### src/rtl/ps2_key_matrix.sv
// PS/2 scan-code set 2 decoder driving the ZX Spectrum 8x5 keyboard matrix,
// plus the Magic (NMI) and Ctrl+Alt+Del reset hotkeys.
module ps2_key_matrix #(
   parameter int PREFIX_TIMEOUT = 2800000,
   parameter int PAUSE_SKIP     = 7
) (
   input  logic       clk28,
   input  logic       rst,
   input  logic       scan_valid,
   input  logic [7:0] scan_code,
   input  logic [7:0] addr_hi,
   output logic [4:0] kd,
   output logic       magic_button,
   output logic       reset_button,
   output logic       key_any
);

   typedef enum logic [2:0] {S_IDLE, S_EXT, S_BRK, S_EXT_BRK, S_SKIP} state_t;

   localparam int TO_W   = $clog2(PREFIX_TIMEOUT + 1);
   localparam int SKIP_W = $clog2(PAUSE_SKIP + 1);
   localparam logic [TO_W-1:0]   TO_LAST  = TO_W'(PREFIX_TIMEOUT - 1);
   localparam logic [SKIP_W-1:0] SKIP_ONE = SKIP_W'(1);

   // Held-source indices: 0..39 are matrix keys (row*5+col), the rest are
   // keys that reach the matrix only through composites or hotkeys.
   localparam int NSRC      = 48;
   localparam int SRC_LCTRL = 40;
   localparam int SRC_LALT  = 41;
   localparam int SRC_DEL   = 42;
   localparam int SRC_BKSP  = 43;
   localparam int SRC_LEFT  = 44;
   localparam int SRC_DOWN  = 45;
   localparam int SRC_UP    = 46;
   localparam int SRC_RIGHT = 47;

   state_t            state_q, next_state;
   logic [TO_W-1:0]   to_cnt;
   logic [SKIP_W-1:0] skip_cnt;
   logic [NSRC-1:0]   held_q, held_n;
   logic [39:0]       pressed;
   logic [6:0]        src;
   logic [4:0]        col_and;
   logic              is_clear, in_prefix, make_ev, brk_ev, ext_ev;

   // Returns {hit, source index}; extended codes never fall back to the base table.
   function automatic logic [6:0] src_map(input logic ext, input logic [7:0] code);
      logic [6:0] r;
      r = '0;
      if (ext) begin
         case (code)
            8'h71: r = {1'b1, 6'(SRC_DEL)};
            8'h6B: r = {1'b1, 6'(SRC_LEFT)};
            8'h72: r = {1'b1, 6'(SRC_DOWN)};
            8'h75: r = {1'b1, 6'(SRC_UP)};
            8'h74: r = {1'b1, 6'(SRC_RIGHT)};
            default: r = '0;
         endcase
      end else begin
         case (code)
            8'h12: r = {1'b1, 6'd0};   8'h1A: r = {1'b1, 6'd1};
            8'h22: r = {1'b1, 6'd2};   8'h21: r = {1'b1, 6'd3};
            8'h2A: r = {1'b1, 6'd4};   8'h1C: r = {1'b1, 6'd5};
            8'h1B: r = {1'b1, 6'd6};   8'h23: r = {1'b1, 6'd7};
            8'h2B: r = {1'b1, 6'd8};   8'h34: r = {1'b1, 6'd9};
            8'h15: r = {1'b1, 6'd10};  8'h1D: r = {1'b1, 6'd11};
            8'h24: r = {1'b1, 6'd12};  8'h2D: r = {1'b1, 6'd13};
            8'h2C: r = {1'b1, 6'd14};  8'h16: r = {1'b1, 6'd15};
            8'h1E: r = {1'b1, 6'd16};  8'h26: r = {1'b1, 6'd17};
            8'h25: r = {1'b1, 6'd18};  8'h2E: r = {1'b1, 6'd19};
            8'h45: r = {1'b1, 6'd20};  8'h46: r = {1'b1, 6'd21};
            8'h3E: r = {1'b1, 6'd22};  8'h3D: r = {1'b1, 6'd23};
            8'h36: r = {1'b1, 6'd24};  8'h4D: r = {1'b1, 6'd25};
            8'h44: r = {1'b1, 6'd26};  8'h43: r = {1'b1, 6'd27};
            8'h3C: r = {1'b1, 6'd28};  8'h35: r = {1'b1, 6'd29};
            8'h5A: r = {1'b1, 6'd30};  8'h4B: r = {1'b1, 6'd31};
            8'h42: r = {1'b1, 6'd32};  8'h3B: r = {1'b1, 6'd33};
            8'h33: r = {1'b1, 6'd34};  8'h29: r = {1'b1, 6'd35};
            8'h59: r = {1'b1, 6'd36};  8'h3A: r = {1'b1, 6'd37};
            8'h31: r = {1'b1, 6'd38};  8'h32: r = {1'b1, 6'd39};
            8'h14: r = {1'b1, 6'(SRC_LCTRL)};
            8'h11: r = {1'b1, 6'(SRC_LALT)};
            8'h66: r = {1'b1, 6'(SRC_BKSP)};
            default: r = '0;
         endcase
      end
      return r;
   endfunction

   // A matrix bit is the OR of every held source that drives it.
   function automatic logic [39:0] pressed_of(input logic [NSRC-1:0] h);
      logic [39:0] p;
      p      = h[39:0];
      p[36] |= h[SRC_LCTRL];
      p[0]  |= h[SRC_BKSP] | h[SRC_LEFT] | h[SRC_DOWN] | h[SRC_UP] | h[SRC_RIGHT];
      p[20] |= h[SRC_BKSP];
      p[19] |= h[SRC_LEFT];
      p[24] |= h[SRC_DOWN];
      p[23] |= h[SRC_UP];
      p[22] |= h[SRC_RIGHT];
      return p;
   endfunction

   assign is_clear  = (scan_code == 8'hAA) || (scan_code == 8'hFC) ||
                      (scan_code == 8'h00) || (scan_code == 8'hFF);
   assign in_prefix = (state_q == S_EXT) || (state_q == S_BRK) || (state_q == S_EXT_BRK);

   // NOTE: sequential state uses non-blocking assignments so every flop samples pre-edge values.
   always_ff @(posedge clk28) begin
      if (rst) state_q <= S_IDLE;
      else     state_q <= next_state;
   end

   // NOTE: every combinational output gets a default first, so no path can infer a latch.
   always_comb begin
      next_state = state_q;
      if (scan_valid) begin
         if (is_clear) begin
            next_state = S_IDLE;
         end else begin
            case (state_q)
               S_IDLE: begin
                  if      (scan_code == 8'hE0) next_state = S_EXT;
                  else if (scan_code == 8'hF0) next_state = S_BRK;
                  else if (scan_code == 8'hE1) next_state = S_SKIP;
               end
               S_EXT:   next_state = (scan_code == 8'hF0) ? S_EXT_BRK : S_IDLE;
               S_SKIP:  if (skip_cnt == SKIP_ONE) next_state = S_IDLE;
               default: next_state = S_IDLE;
            endcase
         end
      end else if (in_prefix && to_cnt == TO_LAST) begin
         next_state = S_IDLE;
      end
   end

   always_comb begin
      make_ev = 1'b0;
      brk_ev  = 1'b0;
      ext_ev  = (state_q == S_EXT) || (state_q == S_EXT_BRK);
      if (scan_valid && !is_clear) begin
         case (state_q)
            S_IDLE:  make_ev = (scan_code != 8'hE0) && (scan_code != 8'hF0) &&
                               (scan_code != 8'hE1);
            S_EXT:   make_ev = (scan_code != 8'hF0);
            S_BRK, S_EXT_BRK: brk_ev = 1'b1;
            default: ;
         endcase
      end
   end

   always_ff @(posedge clk28) begin
      if (rst) begin
         to_cnt   <= '0;
         skip_cnt <= '0;
      end else begin
         if (scan_valid || !in_prefix || to_cnt == TO_LAST) to_cnt <= '0;
         else                                              to_cnt <= to_cnt + 1'b1;
         if (scan_valid) begin
            if (is_clear)
               skip_cnt <= '0;
            else if (state_q == S_IDLE && scan_code == 8'hE1)
               skip_cnt <= SKIP_W'(PAUSE_SKIP);
            else if (state_q == S_SKIP)
               skip_cnt <= skip_cnt - 1'b1;
         end
      end
   end

   always_comb begin
      held_n = held_q;
      src    = src_map(ext_ev, scan_code);
      if (scan_valid && is_clear) held_n = '0;
      else if (src[6] && make_ev) held_n[src[5:0]] = 1'b1;
      else if (src[6] && brk_ev)  held_n[src[5:0]] = 1'b0;
   end

   assign pressed = pressed_of(held_q);
   assign key_any = |pressed;

   always_comb begin
      col_and = 5'b11111;
      for (int r = 0; r < 8; r++)
         if (!addr_hi[r]) col_and &= ~pressed[r*5 +: 5];
   end

   always_ff @(posedge clk28) begin
      if (rst) begin
         held_q       <= '0;
         kd           <= 5'b11111;
         magic_button <= 1'b0;
         reset_button <= 1'b0;
      end else begin
         held_q       <= held_n;
         kd           <= col_and;
         magic_button <= make_ev && !ext_ev && (scan_code == 8'h07);
         reset_button <= held_n[SRC_LCTRL] & held_n[SRC_LALT] & held_n[SRC_DEL];
      end
   end

endmodule
### config.mk
export PLATFORM = sky130hd
export DESIGN_NAME = ps2_key_matrix
export DESIGN_NICKNAME = d
export VERILOG_FILES = /design/src/rtl/ps2_key_matrix.sv
export SDC_FILE = /design/constraint.sdc
export NUM_CORES = 1
export LEC_CHECK = 0
export BUFFER_PORTS_ARGS = -buffer_cell sky130_fd_sc_hd__buf_2
export CAP_MARGIN = 20
export CELL_PAD_IN_SITES_DETAIL_PLACEMENT = 0
export CELL_PAD_IN_SITES_GLOBAL_PLACEMENT = 2
export CORE_MARGIN = 1
export CORE_UTILIZATION = 34
export DETAILED_ROUTE_END_ITERATION = 16
export PLACE_DENSITY_LB_ADDON = 0.1
export SLEW_MARGIN = 30
export SYNTH_ARGS = -nofsm -noshare
export SYNTH_HDL_FRONTEND = slang
export SYNTH_SLANG_ARGS = --single-unit
### constraint.sdc
create_clock -name clk28 -period 3 [get_ports clk28]
set_input_delay 0.6 -clock clk28 [delete_from_list [all_inputs] [get_ports clk28]]
set_output_delay 0.6 -clock clk28 [all_outputs]
set_load 0.02 [all_outputs]
* After elaboration in Yosys (flattened, before gate mapping)
Memory sizes are Yosys's and may differ from the RTL's.
Index checks and enable logic that the tools add are counted.
** Storage, ports and cells
- Register bits :: 83
- Bits in latches :: 0
- Memory bits (writable) :: 0
- Bits in read-only memories :: 896
- Bits of input ports :: 19
- Output and inout port bits :: 8
- Word-level logic and storage cells :: 132
- Memories kept :: 1
** Memories
- (no name shown) :: depth 128, width 7, rd ports 1, clocked after memory_dff 0, wr ports 0, RTL line 60 : case (code)
** Cells by class
- Add/sub/neg operators :: 2
- $mul :: 0
- Divide/modulo/power cells :: 0
- Order comparisons :: 2
- Equal/unequal tests :: 23
- Shift operators :: 0
- Mux-type cells :: 32
- Bitwise operators :: 31
- Reduce and logical (&&, ||, !) cells :: 33
** Operator list (count)
- 2-to-1 mux 48 bit :: 2
- AND 48 bit :: 1
- equality test 8 bit, second input constant :: 6
- NOT 48 bit :: 1
- OR 48 bit :: 1
- 2-to-1 mux 43 bit :: 1
- equality test 8 x 7 -> 1 bit, second input constant :: 5
- 2-to-1 mux 5 bit :: 8
- NOT 5 bit :: 8
- OR reduction 40 bit :: 1
- AND 5 bit :: 7
- one-hot mux 7 bit (5 select lines) :: 1
- 2-to-1 mux 3 bit :: 10
- inequality test 8 bit, second input constant :: 3
- adder 22 x 1 -> 22 bit, second input constant :: 1
- equality test 22 bit, second input constant :: 1
- 2-to-1 mux 7 bit :: 2
- logical AND 1 bit :: 11
- OR 1 bit :: 11
- one-hot mux 3 bit (3 select lines) :: 1
- equality test 8 x 3 -> 1 bit, second input constant :: 1
- logical NOT 8 bit :: 1
- logical OR 1 bit :: 8
- < comparator 6 x 7 -> 1 bit, second input constant :: 1
- 19 further kinds :: 30

* Depth between registers and ports, before layout
- Word-level depth :: 21
- Gate-level depth with buffers :: 12
- Depth with buffers taken out :: 9

* Worst setup path after synthesis
No wires, ideal clock.
- Path kind :: in2reg
- Start :: input scan_code[1]
- End :: register held_q[2]
- Setup time :: 0.133 ns
- Arrival :: 2.798 ns
- Data required time :: 2.867 ns
- Path slack :: 0.069 ns
- Stages :: 10
- Buffers on the path :: 2
- Cell sequence :: inv_1 ha_1 clkbuf_1 nand2b_1 a211o_1 a32o_2 or3b_1 buf_6 o31ai_1 a21oi_1
** On the way
- Longest elaborated chain between the ends :: 11
- Elaborated cells between the ends (all ways) :: 41
- Classes of those cells :: order compare: 2; eq/ne: 11; mux: 10; bitwise: 3; reduce/logical: 14; memory: 1
** Ends and longest elaborated chain
- start, declared :: RTL line 10 : input logic [7:0] scan_code,
- memory (128 x 7 bit) or equality test 8 x 7 -> 1 bit (tied branches)
- 2-to-1 mux 7 bit or one-hot mux 7 bit (5 select lines) (tied branches) :: RTL line 60, 51
- 2-to-1 mux 7 bit :: RTL line 50 : if (ext) begin
- < comparator 6 x 7 -> 1 bit (implied by the code) or greater-or-equal comparator 6 x 1 -> 1 bit (tied branches) :: RTL line 174, 175
- logical AND 1 bit (implied by the code) :: RTL line 174, 175
- 2-to-1 mux 1 bit (implied by the code) :: RTL line 174, 175
- demux 1 bit (select 6 bit) :: RTL line 174, 175
- NOT 48 bit (no source line)
- AND 48 bit (no source line)
- 2-to-1 mux 48 bit :: RTL line 175 : else if (src[6] && brk_ev) held_n[src[5:0]] = 1'b0;
- 2-to-1 mux 48 bit :: RTL line 174 : else if (src[6] && make_ev) held_n[src[5:0]] = 1'b1;
- end signal, assigned :: RTL line 194 : held_q <= held_n;
- end, declared :: RTL line 40 : logic [NSRC-1:0] held_q, held_n;
Several ways; a longest one is shown, not always the timed one. The select of a mux whose other input is x is not followed.
A chain may end at the register's enable or synchronous reset.

* Final worst setup path
- Start :: input scan_code[0]
- End :: register reset_button
** On the way
- Longest elaborated chain between the ends :: 14
- Elaborated cells between the ends (all ways) :: 42
- Classes of those cells :: order compare: 2; eq/ne: 11; mux: 11; bitwise: 5; reduce/logical: 12; memory: 1
** Ends and longest elaborated chain
- memory (128 x 7 bit) or equality test 8 x 7 -> 1 bit (tied branches)
- 2-to-1 mux 7 bit or one-hot mux 7 bit (5 select lines) (tied branches) :: RTL line 60, 51
- 2-to-1 mux 7 bit :: RTL line 50
- < comparator 6 x 7 -> 1 bit (implied by the code) or greater-or-equal comparator 6 x 1 -> 1 bit (tied branches) :: RTL line 174, 175
- logical AND 1 bit (implied by the code) :: RTL line 174, 175
- 2-to-1 mux 1 bit (implied by the code) :: RTL line 174, 175
- demux 1 bit (select 6 bit) :: RTL line 174, 175
- NOT 48 bit (no source line)
- AND 48 bit (no source line)
- 2-to-1 mux 48 bit :: RTL line 175
- 2-to-1 mux 48 bit :: RTL line 174
- 2-to-1 mux 43 bit * :: RTL line 173 : if (scan_valid && is_clear) held_n = '0;
- AND 1 bit :: RTL line 197 : reset_button <= held_n[SRC_LCTRL] & held_n[SRC_LALT] & held_n[SRC_DEL];
- AND 1 bit * :: RTL line 197
- end signal, assigned :: RTL line 197
- end, declared :: RTL line 14 : output logic reset_button,
Every way passes the cells marked *; elsewhere a longest branch is shown, timed or not. The select of a mux whose other input is x is not followed.

==> reports/qor.yml <==
sta:
  rsz0062_at_grt: "false"
  fin_ws_ns: 0.160
  finClkSkew_ns: 0.00649
  slew_headroom_pct: 46.1
  clock.fmax_ghz: 0.352
  fin_crit_sh_pct: 94.7
  period_needed_ns: 2.84
  hold_violations: 0
  worstMarginPinSlew_ns: 0.802
  slew_violations: 0
  whs_ns: 0.452
  setup_viol: 0
clock_network:
  clock_path_buffers: 2
  tritoncts: "built"
  cts_root_buf: "clkbuf_16"
  path_clk_slew_ns: 0.06
  worstSkewPairLatency_ns: 0.35
  cts_setup_buffers: 0
  cts_htree_levels: 3
  cts_sinks: 83
  cts_inserted_buffers: 9
place:
  dpl.hpwl_um: 13800
  place_congestion: 0.900
  dpl_cell_area_um2: 6340
  io_buffers: 26
  place_ws_ns: -0.258
die:
  die_area_um2: 16000
  ios: 27
  row_count: 45
  die_h_um: 127
  die_x_um: 127
  core_area_um2: 15100
  initial_core_util_pct: 34.8
yosys:
  ys_warn_count: 0
  synth_flop_cell: "dfxtp_1"
  synth_nets: 677
  syn_area_um2: 5270
  yosysTopAreaCell: "dfxtp_1"
  ys_types: 87
  synth.avg_cell_area_um2: 8.12
  synth-seq-area-share_pct: 31.5
  synthTopCellsByArea: "dfxtp_1, a21oi_1, nand3_1"
  synth-edff-count: 0
  async_flop_share_pct: 0
  yosysTopAreaCellShare_pct: 31.5
  synth_cells: 649
  ys_ff_latch: 83
power_and_ir_drop:
  p_leak_nw: 2.51
  p_sw_uw: 722
  internal_power_mw: 2.11
  ir_worst_vdd_mv: 0.293
  p_per_area_nw_per_um2: 422
  power_switching_share_pct: 25.5
  p_seq_share_pct: 39.2
  p_comb_share_pct: 15.7
  p_clk_share_pct: 45.1
  p_total_mw: 2.83
drt:
  dr.pass1.iters: 7
  vias: 5603
  drtIter0Drc: 715
  route.detailed.drc: 0
  wl_per_cell_um: 19.5
  finalWirelength_um: 18600
  via_per_inst: 5.87
  ant_nets: 0
run:
  maxCapViolCount: 0
final_layout:
  n_antenna_cell: 0
  drive_above_1_share_pct: 25.1
  final_area_um2: 6710
  layout_commonest_cell: "buf_4"
  multi_input_area_um2: 3300
  layout.cells.most_common_list: "buf_4, dfxtp_1, a21oi_1"
  seq_area_um2: 1660
  fin_util_pct: 44.3
  area_growth_pct: 27.2
  nNetsFinal: 789
  fill_cells: 1503
global_routing:
  grt_max_degree: 50
  grt_pass1_vias: 5344
  grt_pass1_wl_um: 29500
  gr-usage-all-layers_pct: 23.9
  antenna_found_initial: 0
  gr-total-overflow: 0
worst_setup_path:
  path_depth: 11
  cp_max_fo: 13
  critPathSlowestCell: "or3_1"
  r2r_start: "state_q[0]$_SDFFE_PP0P_"
  worst-r2r-cell-count: 11
  reg2reg_setup_slack_ns: 0.35
  crit_type: "input port to flip-flop"
  cp_cell_sequence: "buf_2 -> inv_1 -> ha_1 -> and2_1 -> a211o_1 -> a31oi_1 -> o311ai_4 -> buf_12 -> or3_1 -> o31ai_2 -> a221oi_2"
  startpoint_type: "input port"
  worst_ep_required_time_ns: 3.22
  crit_end: "reset_button$_SDFF_PP0_"
  max_stage_delay_ns: 0.51
  r2r-end: "held_q[38]$_SDFFE_PP0P_"
  path_buf_inv: 3
  startpoint: "scan_code[0]"
  worstSetupEndpointType: "flip-flop"
  cp.arrival_ns: 3.06
  crit_family: "compound AO/OA/AOI/OAI gates"
worst_hold_path:
  hold_class: "flip-flop to flip-flop"
outcome:
  status: "finished clean"
sequential cells by signal, summed over array words and instances, names as in the netlist:
name	flops
state_q	3
kd	5
to_cnt	22
reset_button	1
held_q	48
magic_button	1
skip_cnt	3
metrics by stage:
step | TNS, ns | std cells
final | 0 | 954
after floorplan | 0 | 649
after detailed placement | -8.15 | 938
after global placement | -5.17 | 938
after CTS | 0 | 954
after global routing | 0 | 954
cells in the mapped netlist, drive strengths merged (4+ instances only):
master	instances
nor3	17
mux2i	6
o211ai	6
a221oi	4
o211a	4
and4	4
nand3	45
nand4	13
nand3b	5
and3	7
inv	19
dfxtp	83
and2	5
xor2	14
mux2	4
o311ai	5
or3	6
nor2	50
o21ai	37
clkbuf	19
nand2b	12
nand2	56
a31oi	6
nor2b	6
a22o	5
xnor2	5
a21oi	62
nand4b	5
nor4	16
a211oi	9
o31ai	28
buf	23
ha	9
what timing repair did:
item                                    in CTS  in global routing
endpoints found under the setup margin       0                 23
gates resized for setup                      0                  7
hold buffers                                 0                  0
power groups by stage:
stage,combinational (mW),clock (mW),sequential (mW)
2_1_floorplan,0.241,0,1.13
3_3_place_gp,0.432,0,1.14
3_5_place_dp,0.432,0,1.14
4_1_cts,0.433,1.32,1.11
5_1_grt,0.478,1.35,1.11
6_report,0.445,1.28,1.11
routing by layer:
metal	vias up	track usage, %	share of wire, %
met5	-	0	0
met4	0	6.31	1.6
met3	32	5.15	8.0
met2	221	36.6	44
met1	2680	33.8	46
li1	2670	-	-
logic make-up after synthesis:
kind of cell,synth area share (%)
AOI/OAI and AO/OA,27.1
xor gates and xnor gates,3.16
adders and majority gates,2.14
buffers and inverters,6.53
DFF,31.5
muxes,1.99
and+or+nand+nor,27.6
final cells by class:
| cell class | instances | area share, % |
|---|---|---|
| multi-input cells | 505 | 49.3 |
| flip-flops and latches | 83 | 24.8 |
| repair buffers | 143 | 16.4 |
| clock buffers | 12 | 3.53 |
| well taps | 188 | 3.51 |
| clock inverters | 4 | 1.47 |
| inverters | 19 | 1.06 |
worst min path at each step:
| stage | startpoint | end | slack, ns | cells past startpoint |
|---|---|---|---|---|
| 2_1_floorplan | to_cnt[0]$_SDFF_PP0_ | to_cnt[0]$_SDFF_PP0_ | 0.42 | 1 |
| 3_3_place_gp | to_cnt[0]$_SDFF_PP0_ | to_cnt[0]$_SDFF_PP0_ | 0.43 | 1 |
| 3_5_place_dp | to_cnt[0]$_SDFF_PP0_ | to_cnt[0]$_SDFF_PP0_ | 0.44 | 1 |
| 4_1_cts | to_cnt[0]$_SDFF_PP0_ | to_cnt[0]$_SDFF_PP0_ | 0.46 | 1 |
| 5_1_grt | to_cnt[0]$_SDFF_PP0_ | to_cnt[0]$_SDFF_PP0_ | 0.48 | 1 |
| 6_report | to_cnt[0]$_SDFF_PP0_ | to_cnt[0]$_SDFF_PP0_ | 0.45 | 1 |
No activity file was read; power rests on OpenSTA's default activity.
